File: config.mk
export PLATFORM = sky130hd
export DESIGN_NAME = core_op_arbiter_flat
export DESIGN_NICKNAME = d
export VERILOG_FILES = /design/src/rtl/core_op_arbiter_if.sv /design/src/rtl/core_op_arbiter.sv /design/src/flat_wrapper.sv
export SDC_FILE = /design/constraint.sdc
export NUM_CORES = 1
export LEC_CHECK = 0
export BUFFER_PORTS_ARGS = -buffer_cell sky130_fd_sc_hd__clkbuf_2
export CAP_MARGIN = 20
export CELL_PAD_IN_SITES_DETAIL_PLACEMENT = 0
export CELL_PAD_IN_SITES_GLOBAL_PLACEMENT = 1
export CORE_MARGIN = 2
export CORE_UTILIZATION = 33
export CTS_CLUSTER_DIAMETER = 40
export DETAILED_ROUTE_END_ITERATION = 16
export GPL_ROUTABILITY_DRIVEN = 1
export GPL_TIMING_DRIVEN = 0
export PLACE_DENSITY = 0.72
export SYNTH_ARGS = -nofsm -noshare
export SYNTH_HDL_FRONTEND = slang
export SYNTH_SLANG_ARGS = --single-unit
File: constraint.sdc
create_clock -name clk -period 1.7 [get_ports clk]
set_input_delay 0.17 -clock clk [delete_from_list [all_inputs] [get_ports clk]]
set_output_delay 0.17 -clock clk [all_outputs]
set_load 0.02 [all_outputs]
File: src/rtl/core_op_arbiter_if.sv
// Request/response bundle between two requesters and the shared-core arbiter.
// Latency: none; wires only.
// Backpressure: req_ready per requester on the request side, rsp_ready per requester on the response side.
interface core_op_arbiter_if #(
  parameter int OP_W  = 2,
  parameter int RES_W = 2 * OP_W
);
  logic [1:0]        req_valid;
  logic [1:0]        req_ready;
  logic [2*OP_W-1:0] req_a;
  logic [2*OP_W-1:0] req_b;
  logic [1:0]        req_op;
  logic [1:0]        rsp_valid;
  logic [1:0]        rsp_ready;
  logic [RES_W-1:0]  rsp_result;

  // Requester side: issues operands, consumes results.
  modport master (
    output req_valid, req_a, req_b, req_op, rsp_ready,
    input  req_ready, rsp_valid, rsp_result
  );

  // Arbiter side: grants requests, returns results.
  modport slave (
    input  req_valid, req_a, req_b, req_op, rsp_ready,
    output req_ready, rsp_valid, rsp_result
  );
endinterface

File: src/rtl/core_op_arbiter.sv
// Round-robin sequencer sharing one combinational add/multiply core between two requesters.
// Latency: accept at T, core driven at T+1, result valid at T+2; one op per 3 cycles at best.
// Backpressure: result held in RESP until the owner takes it; no request is granted meanwhile.
module core_op_arbiter #(
  parameter int OP_W  = 2,
  parameter int RES_W = 2 * OP_W,
  parameter int CNT_W = 8
) (
  input  logic             clk,
  input  logic             rst_n,
  core_op_arbiter_if.slave bus,
  output logic [OP_W-1:0]  core_a,
  output logic [OP_W-1:0]  core_b,
  output logic             core_op,
  input  logic [RES_W-1:0] core_result,
  output logic             busy,
  output logic [CNT_W-1:0] done_cnt0,
  output logic [CNT_W-1:0] done_cnt1
);

  typedef enum logic [1:0] {IDLE, EXEC, RESP} state_t;

  state_t            state;
  logic              owner;       // requester whose op is in flight
  logic              last_grant;  // requester served most recently; loses the next tie
  logic              grant;
  logic [1:0]        ready;
  logic              accept;
  logic [OP_W-1:0]   sel_a;
  logic [OP_W-1:0]   sel_b;
  logic              sel_op;

  // Pick the requester to serve: the sole valid one, or on a tie the one not served last.
  always_comb begin
    grant = bus.req_valid[1];
    if (bus.req_valid == 2'b11) begin
      grant = ~last_grant;
    end
    ready = 2'b00;
    if (state == IDLE && bus.req_valid[grant]) begin
      ready[grant] = 1'b1;
    end
    accept = |ready;
    sel_a  = grant ? bus.req_a[2*OP_W-1:OP_W] : bus.req_a[OP_W-1:0];
    sel_b  = grant ? bus.req_b[2*OP_W-1:OP_W] : bus.req_b[OP_W-1:0];
    sel_op = bus.req_op[grant];
  end

  assign bus.req_ready = ready;

  // Sequencer: capture on accept, sample the core for one cycle, hold result until taken.
  always_ff @(posedge clk or negedge rst_n) begin
    if (!rst_n) begin
      state          <= IDLE;
      owner          <= 1'b0;
      last_grant     <= 1'b1;
      core_a         <= '0;
      core_b         <= '0;
      core_op        <= 1'b0;
      bus.rsp_valid  <= 2'b00;
      bus.rsp_result <= '0;
      busy           <= 1'b0;
      done_cnt0      <= '0;
      done_cnt1      <= '0;
    end else begin
      case (state)
        IDLE: begin
          if (accept) begin
            // Capture registers double as the core drive, so they are live during EXEC.
            core_a  <= sel_a;
            core_b  <= sel_b;
            core_op <= sel_op;
            owner   <= grant;
            busy    <= 1'b1;
            state   <= EXEC;
          end
        end
        EXEC: begin
          bus.rsp_result <= core_result;
          bus.rsp_valid  <= owner ? 2'b10 : 2'b01;
          state          <= RESP;
        end
        RESP: begin
          // Only the owner's ready bit completes the response.
          if (bus.rsp_ready[owner]) begin
            bus.rsp_valid <= 2'b00;
            core_a        <= '0;
            core_b        <= '0;
            core_op       <= 1'b0;
            last_grant    <= owner;
            busy          <= 1'b0;
            state         <= IDLE;
            if (owner) begin
              if (done_cnt1 != {CNT_W{1'b1}}) done_cnt1 <= done_cnt1 + 1'b1;
            end else begin
              if (done_cnt0 != {CNT_W{1'b1}}) done_cnt0 <= done_cnt0 + 1'b1;
            end
          end
        end
        default: state <= IDLE;
      endcase
    end
  end

endmodule

File: src/flat_wrapper.sv
// flat-port wrapper written by rule: the top's interface ports become plain ports
module core_op_arbiter_flat 
#(
  parameter int OP_W  = 2,
  parameter int RES_W = 2 * OP_W,
  parameter int CNT_W = 8
)
  (clk, rst_n, core_a, core_b, core_op, core_result, busy, done_cnt0, done_cnt1, bus_req_valid, bus_req_a, bus_req_b, bus_req_op, bus_rsp_ready, bus_req_ready, bus_rsp_valid, bus_rsp_result);
  core_op_arbiter_if #(.OP_W(OP_W), .RES_W(RES_W)) bus_i ();
  input  logic clk;
  input  logic rst_n;
  output logic [OP_W-1:0] core_a;
  output logic [OP_W-1:0] core_b;
  output logic core_op;
  input  logic [RES_W-1:0] core_result;
  output logic busy;
  output logic [CNT_W-1:0] done_cnt0;
  output logic [CNT_W-1:0] done_cnt1;
  input wire logic [$bits(bus_i.req_valid)-1:0] bus_req_valid;
  input wire logic [$bits(bus_i.req_a)-1:0] bus_req_a;
  input wire logic [$bits(bus_i.req_b)-1:0] bus_req_b;
  input wire logic [$bits(bus_i.req_op)-1:0] bus_req_op;
  input wire logic [$bits(bus_i.rsp_ready)-1:0] bus_rsp_ready;
  output wire logic [$bits(bus_i.req_ready)-1:0] bus_req_ready;
  output wire logic [$bits(bus_i.rsp_valid)-1:0] bus_rsp_valid;
  output wire logic [$bits(bus_i.rsp_result)-1:0] bus_rsp_result;
  assign bus_i.req_valid = bus_req_valid;
  assign bus_i.req_a = bus_req_a;
  assign bus_i.req_b = bus_req_b;
  assign bus_i.req_op = bus_req_op;
  assign bus_i.rsp_ready = bus_rsp_ready;
  assign bus_req_ready = bus_i.req_ready;
  assign bus_rsp_valid = bus_i.rsp_valid;
  assign bus_rsp_result = bus_i.rsp_result;
  core_op_arbiter #(.OP_W(OP_W), .RES_W(RES_W), .CNT_W(CNT_W)) u_core (.clk(clk), .rst_n(rst_n), .bus(bus_i), .core_a(core_a), .core_b(core_b), .core_op(core_op), .core_result(core_result), .busy(busy), .done_cnt0(done_cnt0), .done_cnt1(done_cnt1));
endmodule
==> results of run 1 <==
power by group through the flow:
stage | clock [W] | combinational [W] | sequential (W)
after global placement | 0 | 0.00117 | 0.00128
after CTS | 0.000736 | 0.00122 | 0.00128
final | 0.000708 | 0.00120 | 0.00129
after floorplan | 0 | 0.000529 | 0.00152
after global routing | 0.000772 | 0.00134 | 0.00133
after detailed placement | 0 | 0.00119 | 0.00130
worst reg2reg max path, stage by stage, from the launching register on:
cell and delay (ns):
dfrtp_1 0.42, ha_1 0.22, and3_1 0.25, a21oi_4 0.23
mux2_2 0.36
cells by family (layout without fill, tap and decap cells):
logic type,count (synthesis),count (layout),share of synthesized area
and+or+nand+nor,61,61,0.212
buffers and inverters,6,64,0.0155
muxes,9,9,0.0653
DFF,32,32,0.551
xor gates and xnor gates,9,9,0.0542
AOI/OAI and AO/OA,19,19,0.0843
adders and majority gates,2,2,0.0172
flip-flops by register name, summed over array words and instances, names as in the netlist:
signal	flops
u_core.done_cnt1	8
u_core.bus.rsp_valid	2
u_core.core_a	2
u_core.done_cnt0	8
u_core.last_grant	1
u_core.owner	1
u_core.core_b	2
u_core.bus.rsp_result	4
u_core.core_op	1
u_core.state	2
u_core.busy	1
metrics by stage:
stage	utilization	hold slack, ns	instance area [sq um]
floorplan	-	-0.126	1460
global placement	0.412	0.300	1770
detailed placement	0.412	0.299	1770
CTS	0.441	0.0672	1890
global route	0.446	0.0797	1910
finish	0.446	0.0756	1910
routing by layer:
layer	global-route usage	vias up
met4	0.0748	0
met3	0.0548	6
met1	0.158	585
met5	0	-
li1	-	595
met2	0.223	29
worst min path at each step:
stage | from | to | slack, ns | depth (start not counted)
floorplan | rst_n | u_core.bus.rsp_result[0]$_DFFE_PN0P_ | -0.13 | 0
global placement | rst_n | u_core.busy$_DFFE_PN0P_ | 0.30 | 1
detailed placement | rst_n | u_core.bus.rsp_result[1]$_DFFE_PN0P_ | 0.30 | 1
CTS | core_result[1] | u_core.bus.rsp_result[1]$_DFFE_PN0P_ | 0.07 | 3
global route | core_result[0] | u_core.bus.rsp_result[0]$_DFFE_PN0P_ | 0.08 | 3
finish | core_result[3] | u_core.bus.rsp_result[3]$_DFFE_PN0P_ | 0.08 | 3
cells in the final DEF (no fill, tap or decap), drive strengths merged, types with 2 or more instances in the layout:
cell type / synthesis / final
and4: 2 / 2
dfrtp: 31 / 31
o22ai: 6 / 6
and2: 2 / 2
nand2: 29 / 29
nand2b: 3 / 3
clkbuf: 2 / 57
mux2: 4 / 4
xnor2: 8 / 8
ha: 2 / 2
inv: 3 / 3
nand4: 5 / 5
mux2i: 5 / 5
nor2b: 2 / 2
nand3: 4 / 4
and3: 3 / 3
o21ai: 6 / 6
a41oi: 2 / 2
a21oi: 2 / 2
nor2: 7 / 7
area by class of cell:
cell class	instances	share of cell area
timing repair buffer	50	0.133
tap	52	0.0340
buffer	3	0.00784
clock buffer	6	0.0379
multi-input combinational	100	0.342
sequential	32	0.420
inverter	3	0.00588
clock inverter	2	0.0183
timing repair:
| item | CTS | global route |
|---|---|---|
| setup endpoints to repair | 1 | 4 |
| gates cloned | 0 | 0 |
| endpoints found under the hold margin | 31 | 0 |
| gates resized for setup | 4 | 6 |
| hold buffers | 1 | 0 |
==> metrics, run 1 <==
Max Used Layer met4; Max Slew Vio Count 0; largest net degree at the start of global routing 33; Leakage Power 0.945 nW; WL met3 about 150 um; arrival time of the worst setup path around 1.4 ns; syn nets 160; WS Path Type reg2out; RR Startpoint u_core.done_cnt1[0]$_DFFE_PN0P_; first-pass GRT wire length around 5300 um; part of the Yosys area used for sequential elements 0.551; Logic pwr share 0.376; most frequent cell after synthesis dfrtp_1; RSZ-0062 raised after global routing no; synth cell count leaders dfrtp_1 (31), nand2_1 (29), xnor2_1 (8), nor2_1 (7); CP max stage cell dfrtp_2; H-tree lvl count 2; synthesized flop and latch total 32; antenna cells 0; Worst Setup SP u_core.state[0]$_DFFE_PN0P_; fin worst setup slack a little under 0.09 ns; worst setup skew after layout 0.0111 ns; Detailed Routing Iterations Pass 1 4; remaining antenna violation count 0; PortBufs 49; R2R depth 4; postcts setup bufs 0; PwrDens 1670 nW/um^2; worst path buffer plus inverter count 2; wl on met1 around 1400 um; Clock Power Share 0.221; Synth warnings 0; Cells after Synth between 100 and 150; top-level I/O count 50; Int Power 0.00195 W; CP Depth 5; Cell Chain, Critical Path nor2_2, o21ai_2, clkbuf_4, nor2_1, clkbuf_2; DRT iter0 DRCs 46; FF/Latch Area slightly above 800 sq um; post-layout min period ~1.6 ns; root buffer cell clkbuf_8; CP top delay family flip-flops; switch share 0.391; die area around 5000 sq um; CP required approximately 1.5 ns; GRT Residual Overflow 0; Crit. End Element output pin; final net count 217; via/cell ratio between 4 and 5; reg-to-reg setup timing slack approximately 0.12 ns; maximum vdd drop 0.000679 V; HP Class in2reg; crit-path max cell delay between 0.4 and 0.5 ns; drt total wl roughly 3100 um; fillcell total a little over 400; Detail Placement HPWL about 2300 um; Mapped Area ~1500 sq um; Place WS between 0.06 and 0.07 ns; share of the synthesized area in the top cell type 0.533; Power, Total ~0.0032 W; syn_area_per_cell approximately 11 sq um; layout cell share with drive strength beyond 1 0.378; critical path launch point type flop; NetSw about 0.0013 W; Vias approximately 1200; ys async rst share 1.00; clock sinks 32; vias in the first global route between 1000 and 1500; gpl congestion a little over 0.8; CTS buffer count 5; R2R Path End u_core.done_cnt1[1]$_DFFE_PN0P_; clk slew on worst S/H paths approximately 0.07 ns; top post-synthesis cells by area dfrtp_1 (53%), nand2_1 (7.5%), xnor2_1 (4.8%), mux2i_1 (3.4%), mux2_2 (3.1%); outcome complete, no violations; Syn-to-layout area delta 31.6%; Total GRT Usage 0.139; met2 wire len around 1500 um; Starting Density 0.339; multi-input combinational cell area 656 sq um; Remaining DRCs 0; maximum clock insertion buffer count 2; area leader, netlist dfrtp_1; worst-path maximum fanout 10; number of flops mapped to enable cells by yosys 0; Core Rows 24; floorplan die height between 70 and 80 um; Main synth FF type dfrtp_1; Max-Cap Viols 0; Die W approximately 70 um; Worst Tran Pin Value approximately 0.78 ns; Flop pwr share 0.403; TritonCTS clock tree built; Cells after DPL between 200 and 250; Max Clock Freq about 620 MHz; final non-filler cell total ~250; Fin Setup TNS 0 ns; Worst slew margin 0.479; clock latency at the later pin of the worst-skew pair between 0.2 and 0.3 ns; Final Hold Viols 0; crit path capture bus_req_ready[0]; Tcrit/Tclk final 0.949; core area roughly 4300 sq um; wire per inst approximately 13 um; synth unique cells 32; Setup violations, final 0; initial antenna violation count 0
Note: power is estimated with default switching activity, not from simulation.
==> run 2: changes to the inputs <==
--- a/config.mk
+++ b/config.mk
@@ -15,7 +15,7 @@
 export DETAILED_ROUTE_END_ITERATION = 16
 export GPL_ROUTABILITY_DRIVEN = 1
 export GPL_TIMING_DRIVEN = 0
-export PLACE_DENSITY = 0.72
+export PLACE_DENSITY_LB_ADDON = 0.1
 export SYNTH_ARGS = -nofsm -noshare
 export SYNTH_HDL_FRONTEND = slang
 export SYNTH_SLANG_ARGS = --single-unit
==> run 2 against run 1 <==
  * Worst hold slack improved by 0.00052 ns
  * Worst setup slack improved by 0.017 ns
  * Clock skew fell by 0.0075 ns
  * Combinational power barely moved
  * Clock power fell by 8.9%
  * Die area did not move
  * Largest cell class unchanged
  * Cell count rose by 0.40%
  * Sequential power barely moved
  * Via count rose by 0.99%
  * Clock-buffer cell count rose by 2
  * Flip-flop and latch count did not move
==> metrics, run 2 (same netlist as run 1, synthesis figures left out) <==
outcome complete, no violations; top flop regs u_core.done_cnt0 (8), u_core.done_cnt1 (8), u_core.bus.rsp_result (4); Worst slew margin 0.468; RSZ-0062 raised after global routing no; floorplan die height a little over 70 um; arrival time of the worst setup path 1.43 ns; first-pass GRT wire length 5820 um; GRT Residual Overflow 0; NetSw 0.00126 W; fillcell total ~460; FF/Latch Area between 800 and 900 sq um; gpl congestion between 0.7 and 0.8; worst-path maximum fanout 10; Starting Density 0.339; die area approximately 5000 sq um; Max-Cap Viols 0; initial antenna violation count 0; H-tree lvl count 2; most common cell after layout, fill and taps aside clkbuf_2; Fin Setup TNS 0 ns; maximum clock insertion buffer count 2; via/cell ratio just under 5; Max Used Layer met4; WL met3 roughly 180 um; Setup violations, final 0; CTS buffer count 5; layout cell share with drive strength beyond 1 0.371; post-layout min period around 1.6 ns; Syn-to-layout area delta 31.4%; drt total wl around 3400 um; Remaining DRCs 0; antenna cells 0; core area roughly 4300 sq um; top-level I/O count 50; PwrDens ~1600 nW/um^2; clk slew on worst S/H paths around 0.060 ns; Tcrit/Tclk final 0.939; TritonCTS clock tree built; final hold slack about 0.076 ns; Logic pwr share 0.390; Worst Setup SP u_core.state[1]$_DFFE_PN0P_; fin worst setup slack a little over 0.1 ns; root buffer cell clkbuf_8; PortBufs 49; wire per inst 13.6 um; Power, Total ~0.0031 W; Worst Hold Launch core_result[2]; HP Class in2reg; Clock Power Share 0.205; Flop pwr share 0.405; DRT iter0 DRCs 39; final net count between 200 and 250; remaining antenna violation count 0; clock sinks 32; Place WS between 0.03 and 0.04 ns; switch share 0.399; Final Hold Viols 0; worst setup skew after layout 0.00354 ns; Max Clock Freq around 630 MHz; Detailed Routing Iterations Pass 1 4; Detail Placement HPWL about 2500 um; critical path launch point type flop; final non-filler cell total ~250; met2 wire len roughly 1700 um; Crit. End Element output pin; Int Power 0.00189 W; WS Path Type reg2out; Max Slew Vio Count 0; clock latency at the later pin of the worst-skew pair between 0.2 and 0.3 ns; Vias between 1000 and 1500; multi-input combinational cell area roughly 660 sq um; Core Rows 24; wl on met1 between 1000 and 1500 um; Worst Tran Pin Value approximately 0.8 ns; CP required ~1.5 ns; commonest non-fill, non-tap cells in the layout clkbuf_2 (49), dfrtp_1 (31), nand2_1 (29), xnor2_1 (8), clkbuf_8 (7); vias in the first global route 1270; RR Startpoint u_core.done_cnt1[0]$_DFFE_PN0P_; Cells after DPL between 200 and 250; largest net degree at the start of global routing 33; Die W about 70 um; Total GRT Usage 0.150; maximum vdd drop around 0.00076 V; Leakage Power around 0.95 nW
## run 2: power groups by stage
| stage | Combinational [W] | Clock, W | Sequential (W) |
|---|---|---|---|
| final | 0.00123 | 0.000645 | 0.00128 |
| after global placement | 0.00116 | 0 | 0.00127 |
| after floorplan | 0.000529 | 0 | 0.00152 |
| after global routing | 0.00136 | 0.000710 | 0.00133 |
| after detailed placement | 0.00119 | 0 | 0.00129 |
| after CTS | 0.00121 | 0.000668 | 0.00128 |
## run 2: critical path, cell delays in order, from the launching register on
cell,delay [ns]
dfrtp_1,0.43
nor2_2,0.14
o21ai_2,0.10
clkbuf_4,0.20
nor2_1,0.10
clkbuf_2,0.17
## run 2: through the flow
stage                     utilization  area [sq um]
final                           0.445          1910
after global routing            0.445          1910
after CTS                       0.439          1890
after detailed placement        0.412          1770
after global placement          0.412          1770
after floorplan                     -          1460
## run 2: timing repair
item	CTS	global route
gates resized for setup	4	4
endpoints found under the hold margin	29	0
gates cloned	0	0
hold buffers	1	0
endpoints found under the setup margin	1	4
buffers inserted	0	1
## run 2: cell type report
cell class	instances	area share
Buffer	3	0.00785
Clock buffer	8	0.0524
Inverter	3	0.00589
Multi-Input combinational cell	100	0.343
Sequential cell	32	0.420
Tap cell	52	0.0340
Timing Repair Buffer	51	0.137
## run 2: worst paths after layout
path,endpoint,slack [ns],depth (start not counted)
max,bus_req_ready[0],0.10,5
min,u_core.bus.rsp_result[2]$_DFFE_PN0P_,0.08,3
max reg2reg,u_core.done_cnt1[1]$_DFFE_PN0P_,0.11,4
min reg2reg,u_core.bus.rsp_result[3]$_DFFE_PN0P_,0.47,2
max in group asynchronous,u_core.done_cnt1[5]$_DFFE_PN0P_,0.69,2
min in group asynchronous,u_core.core_b[0]$_DFFE_PN0P_,0.50,2
## run 2: metal layers
metal / vias up / global-route usage
li1: 599 / -
met1: 591 / 0.178
met2: 32 / 0.252
met3: 5 / 0.0534
met4: 0 / 0.0513
met5: - / 0
==> run 3: changes to the inputs <==
--- a/config.mk
+++ b/config.mk
@@ -15,6 +15,7 @@
 export DETAILED_ROUTE_END_ITERATION = 16
 export GPL_ROUTABILITY_DRIVEN = 1
 export GPL_TIMING_DRIVEN = 0
+export HOLD_SLACK_MARGIN = 0.08
 export PLACE_DENSITY_LB_ADDON = 0.1
 export SYNTH_ARGS = -nofsm -noshare
 export SYNTH_HDL_FRONTEND = slang
==> run 3 against run 2 <==
  * Sequential power about the same
  * Clock-buffer cell count stayed put
  * Clock power about the same
  * Global-route usage grew 0.091 points
  * Cell area grew 1.6%
  * Sequential share of layout area fell by 0.65 points
  * Flip-flop and latch count is the same
  * Combinational power barely moved
  * Die area stayed put
  * Largest cell class unchanged
  * Highest routed layer unchanged
==> metrics, run 3 (same netlist as run 1, synthesis figures left out) <==
Worst Tran Pin Value about 0.80 ns; Final Hold Viols 0; maximum clock insertion buffer count 2; wire per inst 13.5 um; first-pass GRT wire length 5850 um; R2R depth 4; Die W 70.4 um; WS Path Type reg2out; Remaining DRCs 0; Max Slew Vio Count 0; Logic pwr share 0.391; arrival time of the worst setup path around 1.4 ns; RSZ-0062 raised after global routing no; Cells after DPL between 200 and 250; fin worst setup slack 0.101 ns; worst setup skew after layout 0.00353 ns; floorplan die height 70.4 um; clock sinks 32; clock latency at the later pin of the worst-skew pair 0.28 ns; root buffer cell clkbuf_8; Clock Power Share 0.204; Leakage Power 0.961 nW; R2R Path End u_core.done_cnt1[1]$_DFFE_PN0P_; commonest non-fill, non-tap cells in the layout clkbuf_2 (49), dfrtp_1 (31), nand2_1 (29), xnor2_1 (8), clkbuf_8 (7); via/cell ratio 4.92; DRT iter0 DRCs 41; H-tree lvl count 2; top-level I/O count 50; Detail Placement HPWL between 2000 and 2500 um; antenna cells 0; PortBufs 49; post-layout min period 1.60 ns; Max Clock Freq ~630 MHz; Int Power 0.00190 W; drt total wl around 3400 um; Finished Cell Area between 1500 and 2000 sq um; largest net degree at the start of global routing 33; TritonCTS clock tree built; most common cell after layout, fill and taps aside clkbuf_2; CP required between 1.5 and 2 ns; CTS buffer count 5; placed inst area approximately 1800 sq um; vias in the first global route 1295; worst-path maximum fanout 10; NetSw ~0.0013 W; Max-Cap Viols 0; Worst slew margin 0.466; Vias between 1000 and 1500; top flop regs u_core.done_cnt0 (8), u_core.done_cnt1 (8), u_core.bus.rsp_result (4); RR Startpoint u_core.done_cnt1[0]$_DFFE_PN0P_; final net count 221; crit path capture bus_req_ready[0]; reg-to-reg setup timing slack ~0.11 ns; Place WS between 0.03 and 0.04 ns; critical path launch point type flop; HP Class in2reg; layout cell share with drive strength beyond 1 0.365; Core Rows 24; Flop pwr share 0.405; outcome complete, no violations; PwrDens 1620 nW/um^2; Crit. End Element output pin; switch share 0.399; GRT Residual Overflow 0; core area roughly 4300 sq um; remaining antenna violation count 0; final hold slack 0.0852 ns; initial antenna violation count 0; Detailed Routing Iterations Pass 1 4; Worst Setup SP u_core.state[1]$_DFFE_PN0P_; die area 4960 sq um; clk slew on worst S/H paths 0.06 ns; Syn-to-layout area delta 33.4%; final non-filler cell total 252; Tcrit/Tclk final 0.940; Setup violations, final 0; maximum vdd drop around 0.00076 V; Fin Setup TNS 0 ns; gpl congestion between 0.7 and 0.8; Starting Density 0.339; Total GRT Usage 0.151
run 3: repair_timing:
action / 4_1_cts / 5_1_grt
hold buffers: 4 / 0
hold endpoints to repair: 34 / 0
setup buffers: 0 / 1
resized for setup: 4 / 4
setup endpoints to repair: 1 / 4
run 3: layout make-up:
class	instances	area, sq um
Multi-Input combinational cell	100	656
Clock buffer	8	100
Fill cell	450	2350
Timing Repair Buffer	54	293
Buffer	3	15.0
Tap cell	52	65.1
Inverter	3	11.3
Sequential cell	32	802
run 3: worst min-delay path by stage:
stage / startpoint / endpoint / slack, ns / cells past startpoint
2_1_floorplan: rst_n / u_core.bus.rsp_result[0]$_DFFE_PN0P_ / -0.13 / 0
3_3_place_gp: rst_n / u_core.core_op$_DFFE_PN0P_ / 0.30 / 1
3_5_place_dp: rst_n / u_core.core_b[0]$_DFFE_PN0P_ / 0.30 / 1
4_1_cts: core_result[0] / u_core.bus.rsp_result[0]$_DFFE_PN0P_ / 0.08 / 3
5_1_grt: core_result[0] / u_core.bus.rsp_result[0]$_DFFE_PN0P_ / 0.1 / 3
6_report: core_result[0] / u_core.bus.rsp_result[0]$_DFFE_PN0P_ / 0.09 / 3
run 3: power by group through the flow:
| stage | Sequential [W] | Clock, W | Combinational, W |
|---|---|---|---|
| CTS | 0.00128 | 0.000668 | 0.00122 |
| global placement | 0.00127 | 0 | 0.00116 |
| finish | 0.00128 | 0.000645 | 0.00123 |
| floorplan | 0.00152 | 0 | 0.000529 |
| detailed placement | 0.00129 | 0 | 0.00119 |
| global route | 0.00133 | 0.000710 | 0.00136 |
run 3: metal layers:
metal | vias to the layer above | wire length [um] | global-route usage
li1 | 605 | - | -
met1 | 598 | 1480 | 0.176
met2 | 32 | 1680 | 0.257
met3 | 5 | 182 | 0.0534
met4 | 0 | 51 | 0.0513
met5 | - | 0 | 0
run 3: per-stage QoR:
step | power, W | util
final | 0.00315 | 0.452
after global routing | 0.00340 | 0.452
after CTS | 0.00316 | 0.446
after detailed placement | 0.00248 | 0.412
after global placement | 0.00244 | 0.412
after floorplan | 0.00205 | -
run 3: worst max-delay path, stage by stage (launching register included):
cell      delay, ns
dfrtp_1        0.43
nor2_2         0.14
o21ai_2        0.10
clkbuf_4       0.20
nor2_1         0.10
clkbuf_2       0.17
